[config.mk]
export PLATFORM = sky130hd
export DESIGN_NAME = fetch_stage_flat
export DESIGN_NICKNAME = d
export VERILOG_FILES = /design/src/rtl/fetch_stage_pkg.sv /design/src/rtl/fetch_stage_if.sv /design/src/rtl/fetch_queue.sv /design/src/rtl/fetch_stage.sv /design/src/flat_wrapper.sv
export SDC_FILE = /design/constraint.sdc
export NUM_CORES = 1
export LEC_CHECK = 0
export BUFFER_PORTS_ARGS = -buffer_cell sky130_fd_sc_hd__clkbuf_2
export CAP_MARGIN = 10
export CORE_MARGIN = 8
export CORE_UTILIZATION = 40
export DETAILED_ROUTE_END_ITERATION = 16
export PLACE_DENSITY = 0.6
export SYNTH_ARGS = -nofsm -noshare
export SYNTH_HDL_FRONTEND = slang
export SYNTH_HIERARCHICAL = 1
export SYNTH_SLANG_ARGS = --single-unit
[constraint.sdc]
create_clock -name clk -period 10.23 [get_ports clk]
set_clock_uncertainty 0.15 [all_clocks]
set_input_delay 1.023 -clock clk [delete_from_list [all_inputs] [get_ports clk]]
set_output_delay 1.023 -clock clk [all_outputs]
set_load 0.02 [all_outputs]
[src/rtl/fetch_stage_pkg.sv]
// Shared constants and types for the instruction-fetch front end.
package fetch_stage_pkg;

  localparam int unsigned pc_size     = 32;
  localparam int unsigned instr_size  = 32;
  localparam int unsigned opcode_size = 7;

  localparam logic [opcode_size-1:0] btype_op = 7'b1100011;
  localparam logic [opcode_size-1:0] jal_op   = 7'b1101111;

  typedef enum logic [1:0] {
    REQ,
    WAIT,
    HOLD
  } fetch_state_t;

  typedef struct packed {
    logic [instr_size-1:0] instr;
    logic [pc_size-1:0]    pc;
    logic [pc_size-1:0]    pcplf;
  } fetch_entry_t;

  // PC+4 wraps modulo 2^pc_size.
  function automatic logic [pc_size-1:0] pc_plus4(input logic [pc_size-1:0] pc);
    return pc + pc_size'(4);
  endfunction

endpackage

[src/rtl/fetch_stage_if.sv]
// Bundles the instruction-memory, BPU and decode-side signals of the fetch stage.
interface fetch_stage_if import fetch_stage_pkg::*; ();

  logic                   imem_req;
  logic [pc_size-1:0]     imem_addr;
  logic                   imem_gnt;
  logic                   imem_rvalid;
  logic [instr_size-1:0]  imem_rdata;

  logic [pc_size-1:0]     bpu_pc;
  logic [pc_size-1:0]     bpu_pcplf;
  logic [opcode_size-1:0] bpu_op;
  logic                   bpu_pc_en;
  logic [pc_size-1:0]     bpu_npc;
  logic                   bpu_mux_sel;
  logic                   bpu_chng2nop;

  logic                   id_valid;
  logic                   id_ready;
  logic [instr_size-1:0]  id_instr;
  logic [pc_size-1:0]     id_pc;
  logic [pc_size-1:0]     id_pcplf;
  logic                   id_flush;

  modport master (
    output imem_req, imem_addr,
    input  imem_gnt, imem_rvalid, imem_rdata,
    output bpu_pc, bpu_pcplf, bpu_op, bpu_pc_en,
    input  bpu_npc, bpu_mux_sel, bpu_chng2nop,
    output id_valid, id_instr, id_pc, id_pcplf, id_flush,
    input  id_ready
  );

  modport slave (
    input  imem_req, imem_addr,
    output imem_gnt, imem_rvalid, imem_rdata,
    input  bpu_pc, bpu_pcplf, bpu_op, bpu_pc_en,
    output bpu_npc, bpu_mux_sel, bpu_chng2nop,
    input  id_valid, id_instr, id_pc, id_pcplf, id_flush,
    output id_ready
  );

endinterface

[src/rtl/fetch_queue.sv]
// Two-entry FIFO of fetched instructions with 1-bit wrapping pointers and a flush.
module fetch_queue import fetch_stage_pkg::*; #(
  parameter int unsigned QDEPTH = 2
) (
  input  logic         clk,
  input  logic         rst,
  input  logic         i_push,
  input  logic         i_pop,
  input  logic         i_flush,
  input  fetch_entry_t i_data,
  output fetch_entry_t o_head,
  output logic [1:0]   o_count,
  output logic         o_full,
  output logic         o_empty
);

  fetch_entry_t r_mem [2];
  logic         r_wptr;
  logic         r_rptr;
  logic [1:0]   r_count;
  logic         w_pop;
  logic         w_push;

  assign o_empty = (r_count == 2'd0);
  assign o_full  = (r_count == 2'(QDEPTH));
  assign o_count = r_count;
  assign w_pop   = i_pop && !o_empty;
  // A push into a full queue is only legal when the head leaves the same cycle.
  assign w_push  = i_push && (!o_full || w_pop);
  assign o_head  = o_empty ? '0 : r_mem[r_rptr];

  always_ff @(posedge clk) begin
    if (rst) begin
      r_mem[0] <= '0;
      r_mem[1] <= '0;
      r_wptr   <= 1'b0;
      r_rptr   <= 1'b0;
      r_count  <= 2'd0;
    end else if (i_flush) begin
      r_wptr  <= 1'b0;
      r_rptr  <= 1'b0;
      r_count <= 2'd0;
    end else begin
      if (w_push) begin
        r_mem[r_wptr] <= i_data;
        r_wptr        <= ~r_wptr;
      end
      if (w_pop) begin
        r_rptr <= ~r_rptr;
      end
      r_count <= r_count + 2'(w_push) - 2'(w_pop);
    end
  end

endmodule

[src/rtl/fetch_stage.sv]
// Fetch front end: owns the fetch PC, talks req/gnt/rvalid to imem, feeds the BPU and decode.
module fetch_stage import fetch_stage_pkg::*; #(
  parameter logic [pc_size-1:0] BOOT_ADDR = 32'h0000_0000,
  parameter int unsigned        QDEPTH    = 2
) (
  input logic           clk,
  input logic           rst,
  fetch_stage_if.master bus
);

  fetch_state_t       r_state;
  logic [pc_size-1:0] r_fetch_pc;
  logic               r_kill;
  logic               r_id_flush;

  logic               w_accept;
  logic               w_push;
  logic               w_pop;
  logic               w_full;
  logic               w_empty;
  logic [1:0]         w_count;
  logic [1:0]         w_count_next;
  logic               w_room;
  logic [pc_size-1:0] w_pc_plf;
  fetch_entry_t       w_entry;
  fetch_entry_t       w_head;

  assign w_pc_plf = pc_plus4(r_fetch_pc);
  assign w_accept = (r_state == WAIT) && bus.imem_rvalid && !r_kill;
  assign w_push   = w_accept && !bus.bpu_chng2nop;
  assign w_pop    = bus.id_ready && !w_empty;
  assign w_entry  = '{instr: bus.imem_rdata, pc: r_fetch_pc, pcplf: w_pc_plf};

  assign w_count_next = bus.bpu_chng2nop ? 2'd0 : (w_count + 2'(w_push) - 2'(w_pop));
  assign w_room       = (w_count_next < 2'(QDEPTH));

  fetch_queue #(
    .QDEPTH (QDEPTH)
  ) u_queue (
    .clk     (clk),
    .rst     (rst),
    .i_push  (w_push),
    .i_pop   (w_pop),
    .i_flush (bus.bpu_chng2nop),
    .i_data  (w_entry),
    .o_head  (w_head),
    .o_count (w_count),
    .o_full  (w_full),
    .o_empty (w_empty)
  );

  always_ff @(posedge clk) begin
    if (rst) begin
      r_state    <= REQ;
      r_fetch_pc <= BOOT_ADDR;
      r_kill     <= 1'b0;
      r_id_flush <= 1'b0;
    end else begin
      r_id_flush <= bus.bpu_chng2nop;
      case (r_state)
        REQ: begin
          if (bus.bpu_mux_sel) r_fetch_pc <= bus.bpu_npc;
          if (bus.imem_gnt) begin
            // A redirect in the grant cycle makes the just-issued request wrong-path.
            r_kill  <= bus.bpu_mux_sel;
            r_state <= WAIT;
          end
        end
        WAIT: begin
          if (bus.imem_rvalid) begin
            r_kill <= 1'b0;
            if (r_kill) begin
              if (bus.bpu_mux_sel) r_fetch_pc <= bus.bpu_npc;
              r_state <= REQ;
            end else begin
              r_fetch_pc <= bus.bpu_mux_sel ? bus.bpu_npc : w_pc_plf;
              r_state    <= w_room ? REQ : HOLD;
            end
          end else if (bus.bpu_mux_sel) begin
            r_fetch_pc <= bus.bpu_npc;
            r_kill     <= 1'b1;
          end
        end
        HOLD: begin
          if (bus.bpu_mux_sel) r_fetch_pc <= bus.bpu_npc;
          if (!w_full || w_pop || bus.bpu_chng2nop) r_state <= REQ;
        end
        default: r_state <= REQ;
      endcase
    end
  end

  assign bus.imem_req  = (r_state == REQ);
  assign bus.imem_addr = r_fetch_pc;

  assign bus.bpu_pc    = r_fetch_pc;
  assign bus.bpu_pcplf = w_pc_plf;
  assign bus.bpu_pc_en = w_accept;
  assign bus.bpu_op    = w_accept ? bus.imem_rdata[opcode_size-1:0] : '0;

  assign bus.id_valid  = !w_empty;
  assign bus.id_instr  = w_head.instr;
  assign bus.id_pc     = w_head.pc;
  assign bus.id_pcplf  = w_head.pcplf;
  assign bus.id_flush  = r_id_flush;

endmodule
[src/flat_wrapper.sv]
// flat-port wrapper written by rule: the top's interface ports become plain ports
module fetch_stage_flat import fetch_stage_pkg::*;
#(
  parameter logic [pc_size-1:0] BOOT_ADDR = 32'h0000_0000,
  parameter int unsigned        QDEPTH    = 2
)
  (clk, rst, bus_imem_req, bus_imem_addr, bus_imem_gnt, bus_imem_rvalid, bus_imem_rdata, bus_bpu_pc, bus_bpu_pcplf, bus_bpu_op, bus_bpu_pc_en, bus_bpu_npc, bus_bpu_mux_sel, bus_bpu_chng2nop, bus_id_valid, bus_id_instr, bus_id_pc, bus_id_pcplf, bus_id_flush, bus_id_ready);
  fetch_stage_if bus_i ();
  input logic clk;
  input logic rst;
  output wire logic [$bits(bus_i.imem_req)-1:0] bus_imem_req;
  output wire logic [$bits(bus_i.imem_addr)-1:0] bus_imem_addr;
  input wire logic [$bits(bus_i.imem_gnt)-1:0] bus_imem_gnt;
  input wire logic [$bits(bus_i.imem_rvalid)-1:0] bus_imem_rvalid;
  input wire logic [$bits(bus_i.imem_rdata)-1:0] bus_imem_rdata;
  output wire logic [$bits(bus_i.bpu_pc)-1:0] bus_bpu_pc;
  output wire logic [$bits(bus_i.bpu_pcplf)-1:0] bus_bpu_pcplf;
  output wire logic [$bits(bus_i.bpu_op)-1:0] bus_bpu_op;
  output wire logic [$bits(bus_i.bpu_pc_en)-1:0] bus_bpu_pc_en;
  input wire logic [$bits(bus_i.bpu_npc)-1:0] bus_bpu_npc;
  input wire logic [$bits(bus_i.bpu_mux_sel)-1:0] bus_bpu_mux_sel;
  input wire logic [$bits(bus_i.bpu_chng2nop)-1:0] bus_bpu_chng2nop;
  output wire logic [$bits(bus_i.id_valid)-1:0] bus_id_valid;
  output wire logic [$bits(bus_i.id_instr)-1:0] bus_id_instr;
  output wire logic [$bits(bus_i.id_pc)-1:0] bus_id_pc;
  output wire logic [$bits(bus_i.id_pcplf)-1:0] bus_id_pcplf;
  output wire logic [$bits(bus_i.id_flush)-1:0] bus_id_flush;
  input wire logic [$bits(bus_i.id_ready)-1:0] bus_id_ready;
  assign bus_imem_req = bus_i.imem_req;
  assign bus_imem_addr = bus_i.imem_addr;
  assign bus_i.imem_gnt = bus_imem_gnt;
  assign bus_i.imem_rvalid = bus_imem_rvalid;
  assign bus_i.imem_rdata = bus_imem_rdata;
  assign bus_bpu_pc = bus_i.bpu_pc;
  assign bus_bpu_pcplf = bus_i.bpu_pcplf;
  assign bus_bpu_op = bus_i.bpu_op;
  assign bus_bpu_pc_en = bus_i.bpu_pc_en;
  assign bus_i.bpu_npc = bus_bpu_npc;
  assign bus_i.bpu_mux_sel = bus_bpu_mux_sel;
  assign bus_i.bpu_chng2nop = bus_bpu_chng2nop;
  assign bus_id_valid = bus_i.id_valid;
  assign bus_id_instr = bus_i.id_instr;
  assign bus_id_pc = bus_i.id_pc;
  assign bus_id_pcplf = bus_i.id_pcplf;
  assign bus_id_flush = bus_i.id_flush;
  assign bus_i.id_ready = bus_id_ready;
  fetch_stage #(.BOOT_ADDR(BOOT_ADDR), .QDEPTH(QDEPTH)) u_core (.clk(clk), .rst(rst), .bus(bus_i));
endmodule
======== Word-level counts from Yosys, hierarchy flattened ========
Memories as Yosys holds them, arrays and structs flattened. A register that Yosys moved wholly into a read port is not among the register bits.
Index checks and enable logic that the tools add are counted.
storage, ports and cells
  input port bits ......................... 71
  memory bits (writable) .................. 192
  flip-flop bits (word level) ............. 40
  output and inout port bits .............. 203
  memories kept ........................... 1
  logic and storage cells ................. 74
operators by class
  mux-type cells .......................... 29
  eq/ne operators ......................... 7
  reductions and logical operators ........ 22
  $lt $le $gt $ge ......................... 1
  bitwise gates (word level) .............. 2
  $add $sub $neg .......................... 5
memories
  memory                words  width  rd ports  clocked after memory_dff  write ports  RTL line           text
  u_core.u_queue.r_mem  2      96     1         1                         2            fetch_queue.sv:17  fetch_entry_t r_mem [2];
operator list
  cell                                                                     count
  96-bit two-way mux                                                       2
  32-bit two-way mux                                                       4
  96-bit OR reduction                                                      1
  32-bit case mux with 2 select lines                                      1
  32-bit by 3-bit adder with 32-bit output, second input constant          1
  1-bit two-way mux                                                        13
  2-bit two-way mux                                                        6
  7-bit two-way mux                                                        1
  1-bit logical AND                                                        6
  2-bit case mux with 3 select lines                                       1
  3-bit AND reduction                                                      2
  2-bit by 1-bit adder with 2-bit output                                   2
  2-bit == test, second input constant                                     2
  1-bit logical NOT                                                        4
  2-bit logical NOT                                                        2
  2-bit by 1-bit inequality test with 1-bit output, second input constant  2
  2-bit nonzero test                                                       2
  2-bit OR reduction                                                       2
  2-bit by 1-bit subtractor with 2-bit output                              2
  1-bit logical OR                                                         3
  3-bit inequality test, second input constant                             1
  2-bit by 1-bit == test with 1-bit output, second input constant          1
  2-bit < comparator, second input constant                                1
  2-bit inequality test, second input constant                             1
  other kinds (2)                                                          3

======== Longest topological paths before layout ========
Gate-level depths: netlist of the first run.
  word-level depth ........................ 12
  depth in mapped cells ................... 11
  mapped depth without buffers ............ 10

======== Modules after synthesis ========
The synthesis of the first run kept the hierarchy.
by module, submodules not included
  module       cells an instance  sequential area each (um^2)  area an instance (um^2)  instances
  fetch_queue  647                5,865.6                      8,774.7                  1
  fetch_stage  478                720.7                        3,477.1                  1

======== Worst setup path before layout of the first run ========
Ideal clock, no wire load.
  path kind ............................... input to register
  start point ............................. input port bus_imem_rvalid
  end point ............................... memory u_core/u_queue/r_mem[0][0] in the netlist's numbering (enable)
  setup slack ............................. 6,173 ps
  arrival time ............................ 3,493 ps
  cell stages on the path ................. 8
  path through ............................ nand2b_1 clkbuf_1 clkbuf_1 nor3_1 nor4bb_1 buf_2 buf_2 or2_2
RTL lines
  element      RTL line            text
  from (decl)  flat_wrapper.sv:14  input wire logic [$bits(bus_i.imem_rvalid)-1:0] bus_imem_rvalid;
  to (decl)    fetch_queue.sv:17

==> metrics.txt, run 1 <==
Die X=191 um; first-pass GRT wire length=52,000 um; P_leak=5.68 nW; Post-Syn Area=12,300 um^2; Async SR Flop Fraction=0; ANT cells=0; DR WL/cell=19.9 um; Die Span Y=191 um; Worst Path Max Fanout=98; Clock Tree Root=clkbuf_16; syn nets=1,200; most used flip-flop cell after synthesis=edfxtp_1; Total GRT Usage=0.181; Mapped Cells=1,125; initial antenna violation count=0; CP Buf/Inv Count=3; hold_sp=u_core/u_queue/r_rptr; vias=9,032; Port-buffer cells=273; pwr dens=158 nW/um^2; data arrival time of the critical path=4660 ps; placed cell count=1,683; CP most frequent cell=buf_4; Worst Path Required=10,230 ps; Layout area overhead=18.3%; CTS resizes=0; largest net degree at the start of global routing=99; critical path capture point type=flip-flop; clock sink count=233; H-tree Lvls=1; Netlist cell types=61; Layout Nets=1,391; Post-CTS Repair Setup Buffers=0; total routed wirelength=34,400 um; Least-Margin Pin Slew=1100 ps; Yosys Warn Count=6; CTS Buf Count=27; final hold vios=0; Tmin final=4660 ps; max-cap violations=0; number of synthesized flops with an enable pin=192; crit path from=bus_imem_rvalid; final setup fails=0; IO Pins=274; FILL cells=2,880; hpwl dp=23,000 um; latest clock arrival within the worst-skew pair=520 ps; Avg Cell Area, Syn=10.9 um^2; layout cell share with drive strength beyond 1=0.267; setup slack, reg-to-reg=5760 ps; vias in the first global route=8,959; post-route insts no fill=1,731; fmax=0.214 GHz; global route overflow=0; Worst VDD drop=0.101 mV; post-route ant nets=0; clk slew on worst S/H paths=60 ps; Hold Path Sink=u_core/u_queue/r_rptr; RSZ-0062 raised after global routing=false; Final Max Slew Viols=0; Max transition margin=0.265; DR iter-0 viols=574; Longest Clk Path Bufs=3; reg2reg path depth=6; CP max stage cell=buf_4; Top delay family on crit path=simple AND/OR/NAND/NOR gates; gpl congestion=0.875; period utilization=0.456; number of remaining DRC errors=0; area leader, netlist=edfxtp_1; CP Class=input port to flip-flop; status=complete, no violations; Synth area leaders=edfxtp_1, and2_1, mux2i_1; reg-to-reg startpoint=u_core/r_kill; CTS tree=built; post-synth top area share=0.471; die area=36,500 um^2; crit path cell chain=clkbuf_2 -> nand2b_1 -> nor3_1 -> nor4bb_4 -> buf_4 -> or2_4 -> buf_4; worst r2r dst=u_core/u_queue/r_mem[0][19]; Row Count=64; Core Area=30,300 um^2; Seq/Total Area, Yosys=0.538; worst hold path class=flip-flop to flip-flop; Critical Path Start Type=input port; Hold-fix buffers, CTS=0; Critical Path Max Stage Delay=720 ps; DRT Pass-1 Iters=5; Yosys reg bits=233; starting density of the core=0.404; vias per cell=5.22; Final Power=2.30 mW; Hold Path Stages=2; Post-Route Setup TNS=0 ps
routing by layer:
layer | wire length (um) | track usage | up-vias | part of all wire
met3 | 2630 | 0.0365 | 37 | 0.077
met1 | 15300 | 0.247 | 4314 | 0.45
met5 | 0 | 0 | - | 0
met4 | 489 | 0.0376 | 0 | 0.014
met2 | 15900 | 0.293 | 365 | 0.46
li1 | - | - | 4316 | -
layout by cell type, fill, tap and decap left out, types with 5 or more instances in the layout:
master | Yosys | final
a211oi_1 | 9 | 9
and3_1 | 5 | 5
clkbuf_16 | 0 | 27
nor3_1 | 11 | 11
buf_4 | 34 | 12
nand4_1 | 19 | 19
a21oi_1 | 21 | 21
nor2b_1 | 8 | 8
xnor2_1 | 28 | 28
nand3_1 | 16 | 16
inv_1 | 20 | 20
xor2_1 | 12 | 12
a2111oi_0 | 6 | 6
nor4_1 | 14 | 14
a221oi_1 | 8 | 8
o21ai_0 | 14 | 14
nand2_1 | 41 | 41
nor2_1 | 137 | 136
o22ai_1 | 16 | 16
mux2i_1 | 107 | 107
clkinv_2 | 0 | 6
dfxtp_1 | 41 | 40
clkbuf_2 | 3 | 273
and2_1 | 203 | 203
a21boi_0 | 5 | 5
edfxtp_1 | 192 | 192
worst min-delay path: stages (launching register included):
cell     delay [ps]
dfxtp_1         320
xor2_1           80
nor3_1          110
logic make-up after synthesis:
family	count (synthesis)	synth area share
AND/OR/NAND/NOR	485	0.218
flip-flops	233	0.538
buffers and inverters	143	0.0594
AO/OA/AOI/OAI	110	0.0621
multiplexers	110	0.0902
XOR/XNOR	40	0.0286
adder cells (fa/ha/maj)	4	0.00409
synth_stat cells, types with 3 or more instances:
master / count
clkbuf_1: 55
a211oi_1: 9
buf_4: 34
nor4_2: 3
a21oi_1: 21
buf_1: 8
nand4_1: 19
nand2b_1: 4
dfxtp_1: 41
a21boi_0: 5
o22ai_1: 16
nor2b_1: 8
and2_1: 203
buf_2: 18
o221ai_1: 3
ha_1: 4
xnor2_1: 28
a221oi_1: 8
edfxtp_1: 192
nor4_1: 14
mux2i_1: 107
nor2_1: 137
buf_6: 5
nand2_1: 41
and3_1: 5
nand3_1: 16
or4_1: 4
xor2_1: 12
a2111oi_0: 6
o21ai_0: 14
inv_1: 20
mux2_2: 3
a31oi_1: 3
a311o_1: 4
a21o_1: 4
nor3_1: 11
clkbuf_2: 3
or2_2: 3
flip-flops by register name, indices dropped and copies added, names as in the netlist, named ones only:
register and count:
u_core/r_kill 1, u_core/u_queue/r_wptr 1, u_core/u_queue/r_rptr 1, u_core/u_queue/o_count 2, u_core/bus.bpu_pc 32, u_core/bus.id_flush 1
u_core/r_state 2, u_core/u_queue/r_mem 192
cell type report:
class | instances | area [um^2] | area share
Multi-Input combinational cell | 749 | 4980 | 0.343
Timing Repair Buffer | 285 | 1460 | 0.100
Tap cell | 396 | 495 | 0.0342
Sequential cell | 233 | 6590 | 0.455
Clock inverter | 16 | 176 | 0.0122
Inverter | 20 | 75.1 | 0.00518
Clock buffer | 32 | 724 | 0.0500
how the worst max path moves through the flow:
stage / endpoint / cells after the start
floorplan: u_core/u_queue/r_mem[0][0] / 8
global placement: u_core/u_queue/r_mem[0][20] / 7
detailed placement: u_core/u_queue/r_mem[0][19] / 7
CTS: u_core/u_queue/r_mem[0][16] / 7
global route: u_core/u_queue/r_mem[0][19] / 7
finish: u_core/u_queue/r_mem[0][19] / 7
stage by stage:
| step | util | area [um^2] | hold slack [ps] | setup slack [ps] |
|---|---|---|---|---|
| 4_1_cts | 0.478 | 14500 | 419 | 5550 |
| 3_5_place_dp | 0.448 | 13600 | 409 | 5030 |
| 3_3_place_gp | 0.448 | 13600 | 384 | 5050 |
| 5_1_grt | 0.478 | 14500 | 479 | 5300 |
| 2_1_floorplan | - | 12300 | 370 | 6170 |
| 6_report | 0.478 | 14500 | 409 | 5570 |
power breakdown:
| group | internal (mW) | switching (mW) | leakage [nW] |
|---|---|---|---|
| Sequential | 1.06 | 0.0447 | 2.33 |
| Combinational | 0.0724 | 0.148 | 2.92 |
| Clock | 0.583 | 0.386 | 0.437 |
Power figures use the tool's default switching activity.
==> inputs of run 2 (changes only) <==
--- a/config.mk
+++ b/config.mk
@@ -10,7 +10,7 @@
 export CORE_MARGIN = 8
 export CORE_UTILIZATION = 40
 export DETAILED_ROUTE_END_ITERATION = 16
-export PLACE_DENSITY = 0.6
+export PLACE_DENSITY = 0.62
 export SYNTH_ARGS = -nofsm -noshare
 export SYNTH_HDL_FRONTEND = slang
 export SYNTH_HIERARCHICAL = 1
==> constraint.sdc (replaced) <==
create_clock -name clk -period 3.96 [get_ports clk]
set_clock_uncertainty 0.15 [all_clocks]
set_input_delay 0.396 -clock clk [delete_from_list [all_inputs] [get_ports clk]]
set_output_delay 0.396 -clock clk [all_outputs]
set_load 0.02 [all_outputs]
==> run 2 against run 1 <==
Net effect: count of clock-buffer cells in the layout grew 6; power grew to 2.7 times the previous value; sequential share of layout area shrank 1.6 points; first-iteration DRC count shrank 1.6%; via count grew 4.6%; worst hold slack lost 390 ps; register-to-register slack lost 4700 ps; routed wire length grew 7.5%; critical path depth shrank 1; design area grew 3.7%; worst setup slack lost 5400 ps; largest cell class unchanged; final cell count grew 3.0%.
==> metrics.txt, run 2 (same netlist as run 1, synthesis figures left out) <==
DRT Pass-1 Iters=5 (unchanged); die area=36,500 um^2 (unchanged); Core Area=30,300 um^2 (unchanged); Total GRT Usage=0.196 (+0.0157); Placed Area=13,700 um^2 (+1.1%); IO Pins=274 (unchanged); number of remaining DRC errors=0 (unchanged); total routed wirelength=37,000 um (+7.5%); most frequent cells in the layout=clkbuf_2, and2_1, edfxtp_1; Die Span Y=191 um (unchanged); Tmin final=3790 ps; Worst Path Required=3410 ps (-6820 ps); P_leak=5.93 nW (+4.4%); Layout area overhead=22.7%; placed cell count=1,696 (+0.77%); layout cell share with drive strength beyond 1=0.263 (-0.00332); Die X=191 um (unchanged); vias in the first global route=9,506 (+6.1%); Largest register FFs=192 (unchanged); most common cell after layout, fill and taps aside=clkbuf_2; Row Count=64 (unchanged); pre-CTS setup slack=769 ps (-4260 ps); Most flops, register=u_core/u_queue/r_mem; final hold vios=0 (unchanged); vias per cell=5.30 (+1.5%); Final Max Slew Viols=0 (unchanged); max-cap violations=0 (unchanged); Min Hold Slack=22.9 ps (-386 ps); period utilization=0.958; final instance area=15,000 um^2 (+3.7%); Final Power=6.08 mW (+170%); global route overflow=0 (unchanged); Layout Nets=1,440 (+3.5%); vias=9,447 (+4.6%); Post-CTS Repair Setup Buffers=0 (unchanged); Worst VDD drop=0.351 mV (+250%); CTS tree=built; first-pass GRT wire length=56,600 um (+8.7%); clock sink count=233 (unchanged); RSZ-0062 raised after global routing=false; Critical Path Start Type=flip-flop; status=complete, no violations; DR WL/cell=20.7 um (+4.4%); Least-Margin Pin Slew=1160 ps (+53.0 ps); met3 usage=0.0407 (+0.00420); clk slew on worst S/H paths=60 ps (about the same); CTS Buf Count=27 (unchanged); most used routing layer=met2; FILL cells=2,811 (-2.4%); post-route insts no fill=1,783 (+3.0%); fmax=0.264 GHz; met1 usage=0.253 (+0.00660); worst hold path class=input port to flip-flop; Worst Path Max Fanout=9 (-91%); CTS resizes=0 (unchanged); Max transition margin=0.230 (-0.0354); DR iter-0 viols=565 (-1.6%); Post-Route Setup TNS=0 ps (unchanged); GR Util met2=0.325 (+0.0318); initial antenna violation count=1 (+1); hpwl dp=24,600 um (+7.1%); Clock Tree Root=clkbuf_16; Util after Layout=0.495 (+0.0176); Hold-fix buffers, CTS=36 (+36); Longest Clk Path Bufs=3 (unchanged); setup slack, reg-to-reg=1030 ps (-4730 ps); final worst setup slack=165 ps (-5400 ps); gpl congestion=0.882 (+0.85%); post-route ant nets=0 (unchanged); final setup fails=0 (unchanged); data arrival time of the critical path=3250 ps (-1410 ps); critical path capture point type=primary output; Port-buffer cells=273 (unchanged); starting density of the core=0.404 (unchanged); H-tree Lvls=1 (unchanged); CP Class=flip-flop to primary output; pwr dens=405 nW/um^2 (+160%); latest clock arrival within the worst-skew pair=550 ps (+30 ps); largest net degree at the start of global routing=98 (-1.0%)
==> run 2: worst paths after layout <==
| check | from | to | depth (start not counted) |
|---|---|---|---|
| max | u_core/bus.bpu_pc[3] | bus_bpu_pcplf[30] | 6 |
| min | bus_bpu_chng2nop | flip-flop | 2 |
| max reg2reg | u_core/bus.bpu_pc[3] | u_core/u_queue/r_mem[1][30] | 6 |
| min reg2reg | u_core/u_queue/r_rptr | flip-flop | 2 |
==> run 2: cell type report <==
type	count	area, um^2	area share
Clock inverter	12	169	0.0112
Tap cell	396	495	0.0330
Inverter	20	75.1	0.00499
Antenna cell	1	2.50	0.000166
Timing Repair Buffer	334	1960	0.131
Sequential cell	233	6590	0.438
Multi-Input combinational cell	749	4980	0.331
Clock buffer	38	757	0.0504
==> run 2: layer usage <==
metal	vias up	routed length, um	part of all wire
met2	350	17600	0.48
met3	73	2750	0.074
met4	0	1100	0.030
met5	-	0	0
met1	4611	15600	0.42
li1	4413	-	-
==> run 2: power by group <==
| group | internal, mW | leakage, nW | total, mW | switching (mW) |
|---|---|---|---|---|
| registers | 2.74 | 2.33 | 2.85 | 0.109 |
| logic | 0.225 | 3.15 | 0.631 | 0.406 |
| clock network | 1.59 | 0.452 | 2.60 | 1.01 |
==> run 2: critical path, stage by stage, from the launching register on <==
cell and delay (ps):
dfxtp_1 470, ha_1 330, nand4_1 260, or4_1 700
nor4_2 320, xor2_1 370, clkbuf_2 250
==> inputs of run 3 (changes only) <==
--- a/config.mk
+++ b/config.mk
@@ -8,10 +8,9 @@
 export BUFFER_PORTS_ARGS = -buffer_cell sky130_fd_sc_hd__clkbuf_2
 export CAP_MARGIN = 10
 export CORE_MARGIN = 8
-export CORE_UTILIZATION = 40
+export CORE_UTILIZATION = 49
 export DETAILED_ROUTE_END_ITERATION = 16
-export PLACE_DENSITY = 0.62
+export PLACE_DENSITY = 0.74
 export SYNTH_ARGS = -nofsm -noshare
 export SYNTH_HDL_FRONTEND = slang
-export SYNTH_HIERARCHICAL = 1
 export SYNTH_SLANG_ARGS = --single-unit
==> run 3 against run 2 <==
Net effect: flip-flop and latch count decreased by 4; synthesized area decreased by 2.7%; non-clock buffer count decreased by 35; register-to-register slack got worse by 60 ps; critical path depth unchanged; global-route usage increased by 2.2 points; via count decreased by 2.7%; power decreased by 4.6%; worst hold slack improved by 8.6 ps; critical path type unchanged; largest cell class unchanged.
==> metrics.txt, run 3 <==
most used routing layer=met2; CP Class=flip-flop to primary output; latest clock arrival within the worst-skew pair=520 ps (-30 ps); most common cell after layout, fill and taps aside=clkbuf_2; status=complete, no violations; Avg Cell Area, Syn=10.6 um^2 (-3.0%); Tmin final=3630 ps (-161 ps); syn nets=1,204 (+0.33%); die area=29,600 um^2 (-19%); global route overflow=0 (unchanged); total routed wirelength=33,500 um (-9.4%); Util after Layout=0.587 (+0.0917); data arrival time of the critical path=3090 ps (-160 ps); area leader, netlist=edfxtp_1; Die Span Y=172 um (-10%); area of the multi-input gates=4660 um^2 (-6.5%); met3 usage=0.0438 (+0.00316); most frequent cells in the layout=clkbuf_2, nor2_1, edfxtp_1; Hold Path Stages=3 (+1); starting density of the core=0.495 (+0.0910); Total GRT Usage=0.218 (+0.0216); layout cell share with drive strength beyond 1=0.267 (+0.00362); first-pass GRT wire length=50,500 um (-11%); Mapped Cells=1,129 (+0.36%); clock sink count=229 (-1.7%); Post-Route Setup TNS=0 ps (unchanged); P_leak=5.94 nW (+0.12%); Seq/Total Area, Yosys=0.542 (+0.00471); DR WL/cell=20.1 um (-3.1%); Least-Margin Pin Slew=1020 ps (-132 ps); clk slew on worst S/H paths=60 ps (about the same); Worst Path Required=3410 ps (about the same); Critical Path Start Type=flip-flop; vias=9,188 (-2.7%); RSZ-0062 raised after global routing=false; Synth area leaders=edfxtp_1, mux2i_1, dfxtp_1; Commonest cells post-synth=nor2_1, edfxtp_1, mux2i_1, and2_1, and3_1; post-synth top area share=0.473 (+0.00286); CTS tree=built; Layout Nets=1,398 (-2.9%); Async SR Flop Fraction=0 (unchanged); period utilization=0.918 (-0.0406); vias per cell=5.51 (+4.0%); Largest register FFs=188 (-2.1%); H-tree Lvls=1 (unchanged); hpwl dp=22,600 um (-8.3%); number of remaining DRC errors=0 (unchanged); pwr dens=410 nW/um^2 (+1.3%); Yosys Warn Count=0 (-6); IO Pins=274 (unchanged); Post-Syn Area=11,900 um^2 (-2.7%); Min Hold Slack=31.5 ps (+8.62 ps); most used flip-flop cell after synthesis=edfxtp_1; GR Util met2=0.372 (+0.0474); max-cap violations=0 (unchanged); worst hold path class=input port to flip-flop; Longest Clk Path Bufs=3 (unchanged); FILL cells=2,078 (-26%); Netlist cell types=68 (+11%); final setup fails=0 (unchanged); critical path capture point type=primary output; Yosys reg bits=229 (-1.7%); final hold vios=0 (unchanged); Layout area overhead=18.7%; largest net degree at the start of global routing=95 (-3.1%); Worst Path Max Fanout=10 (+1); post-route ant nets=0 (unchanged); met1 usage=0.273 (+0.0196); number of synthesized flops with an enable pin=188 (-2.1%); fmax=0.275 GHz (+4.4%); Worst VDD drop=0.220 mV (-37%); most frequent cell after synthesis=nor2_1; gpl congestion=0.895 (+1.4%); DRT Pass-1 Iters=5 (unchanged); initial antenna violation count=2 (+1); Most flops, register=u_core.u_queue.r_mem; Port-buffer cells=273 (unchanged); DR iter-0 viols=926 (+64%); reg2reg path depth=6 (unchanged); vias in the first global route=9,197 (-3.3%); CTS resizes=0 (unchanged); Row Count=57 (-11%); Max transition margin=0.317 (+0.0878); Clock Tree Root=clkbuf_16; CTS Buf Count=25 (-7.4%); Reg area=6470 um^2 (-1.8%); Final Max Slew Viols=0 (unchanged); Die X=172 um (-10%); Core Area=24,100 um^2 (-21%)
==> run 3: cell count changes after synthesis, moves of 8 or more <==
cell,change
xor2_1,+8
and2_1,-128
nor2_1,+67
buf_2,+9
clkbuf_1,-8
nor4_1,-12
inv_1,+19
nand4_1,-8
mux2i_1,-8
and3_1,+62
==> run 3: layout make-up <==
class / instances / area share
clock buffer: 32 / 0.0468
antenna: 2 / 0.000354
inverter: 39 / 0.0103
clock inverter: 13 / 0.0122
timing repair buffer: 299 / 0.115
multi-input combinational: 729 / 0.329
sequential: 229 / 0.457
tap: 324 / 0.0286
==> run 3: layer usage <==
metal	share of wire	wire, um
met1	0.39	13100
met3	0.090	3010
met4	0.029	972
met2	0.49	16400
met5	0	0
==> run 3: kinds of logic after synthesis <==
logic type,count (synthesis),share of synthesized area
simple gates,479,0.210
compound gates,105,0.0599
xor+xnor,41,0.0301
fa+ha+maj,4,0.00420
mux,100,0.0841
buf+inv,171,0.0696
flops,229,0.542
==> run 3: timing repair <==
action | CTS | global route
buffers inserted | 0 | 0
hold endpoints to repair | 2 | 0
hold buffers | 2 | 0
==> run 3: power breakdown <==
group / total [mW] / internal (mW) / switching (mW) / leakage (nW)
Clock: 2.38 / 1.44 / 0.937 / 0.405
Sequential: 2.82 / 2.71 / 0.111 / 2.28
Combinational: 0.605 / 0.201 / 0.404 / 3.25
==> run 3: critical path, cell delays in order, from the launching register on <==
cell	delay [ps]
dfxtp_1	670
ha_1	510
nand4_2	370
nor4_2	540
xnor2_1	260
inv_1	70
clkbuf_2	160
==> run 3: worst paths after layout <==
path,from,to,slack [ps]
worst min-delay path,bus_bpu_npc[6],u_core.bus.bpu_pc[6],30
worst min register to register,u_core.r_kill,u_core.r_kill,360
worst max register to register,u_core.r_kill,u_core.u_queue.r_mem[1][27],970
worst max-delay path,u_core.bus.bpu_pc[2],bus_bpu_pcplf[26],330
==> run 3: per-stage QoR <==
| step | worst slack [ps] | std cells | power, mW | instance area [um^2] |
|---|---|---|---|---|
| 2_1_floorplan | -287 | 1129 | 3.26 | 11900 |
| 3_3_place_gp | 928 | 1618 | 3.46 | 13300 |
| 3_5_place_dp | 854 | 1618 | 3.47 | 13300 |
| 4_1_cts | 361 | 1665 | 5.83 | 14100 |
| 5_1_grt | 187 | 1667 | 5.99 | 14100 |
| 6_report | 326 | 1667 | 5.80 | 14100 |
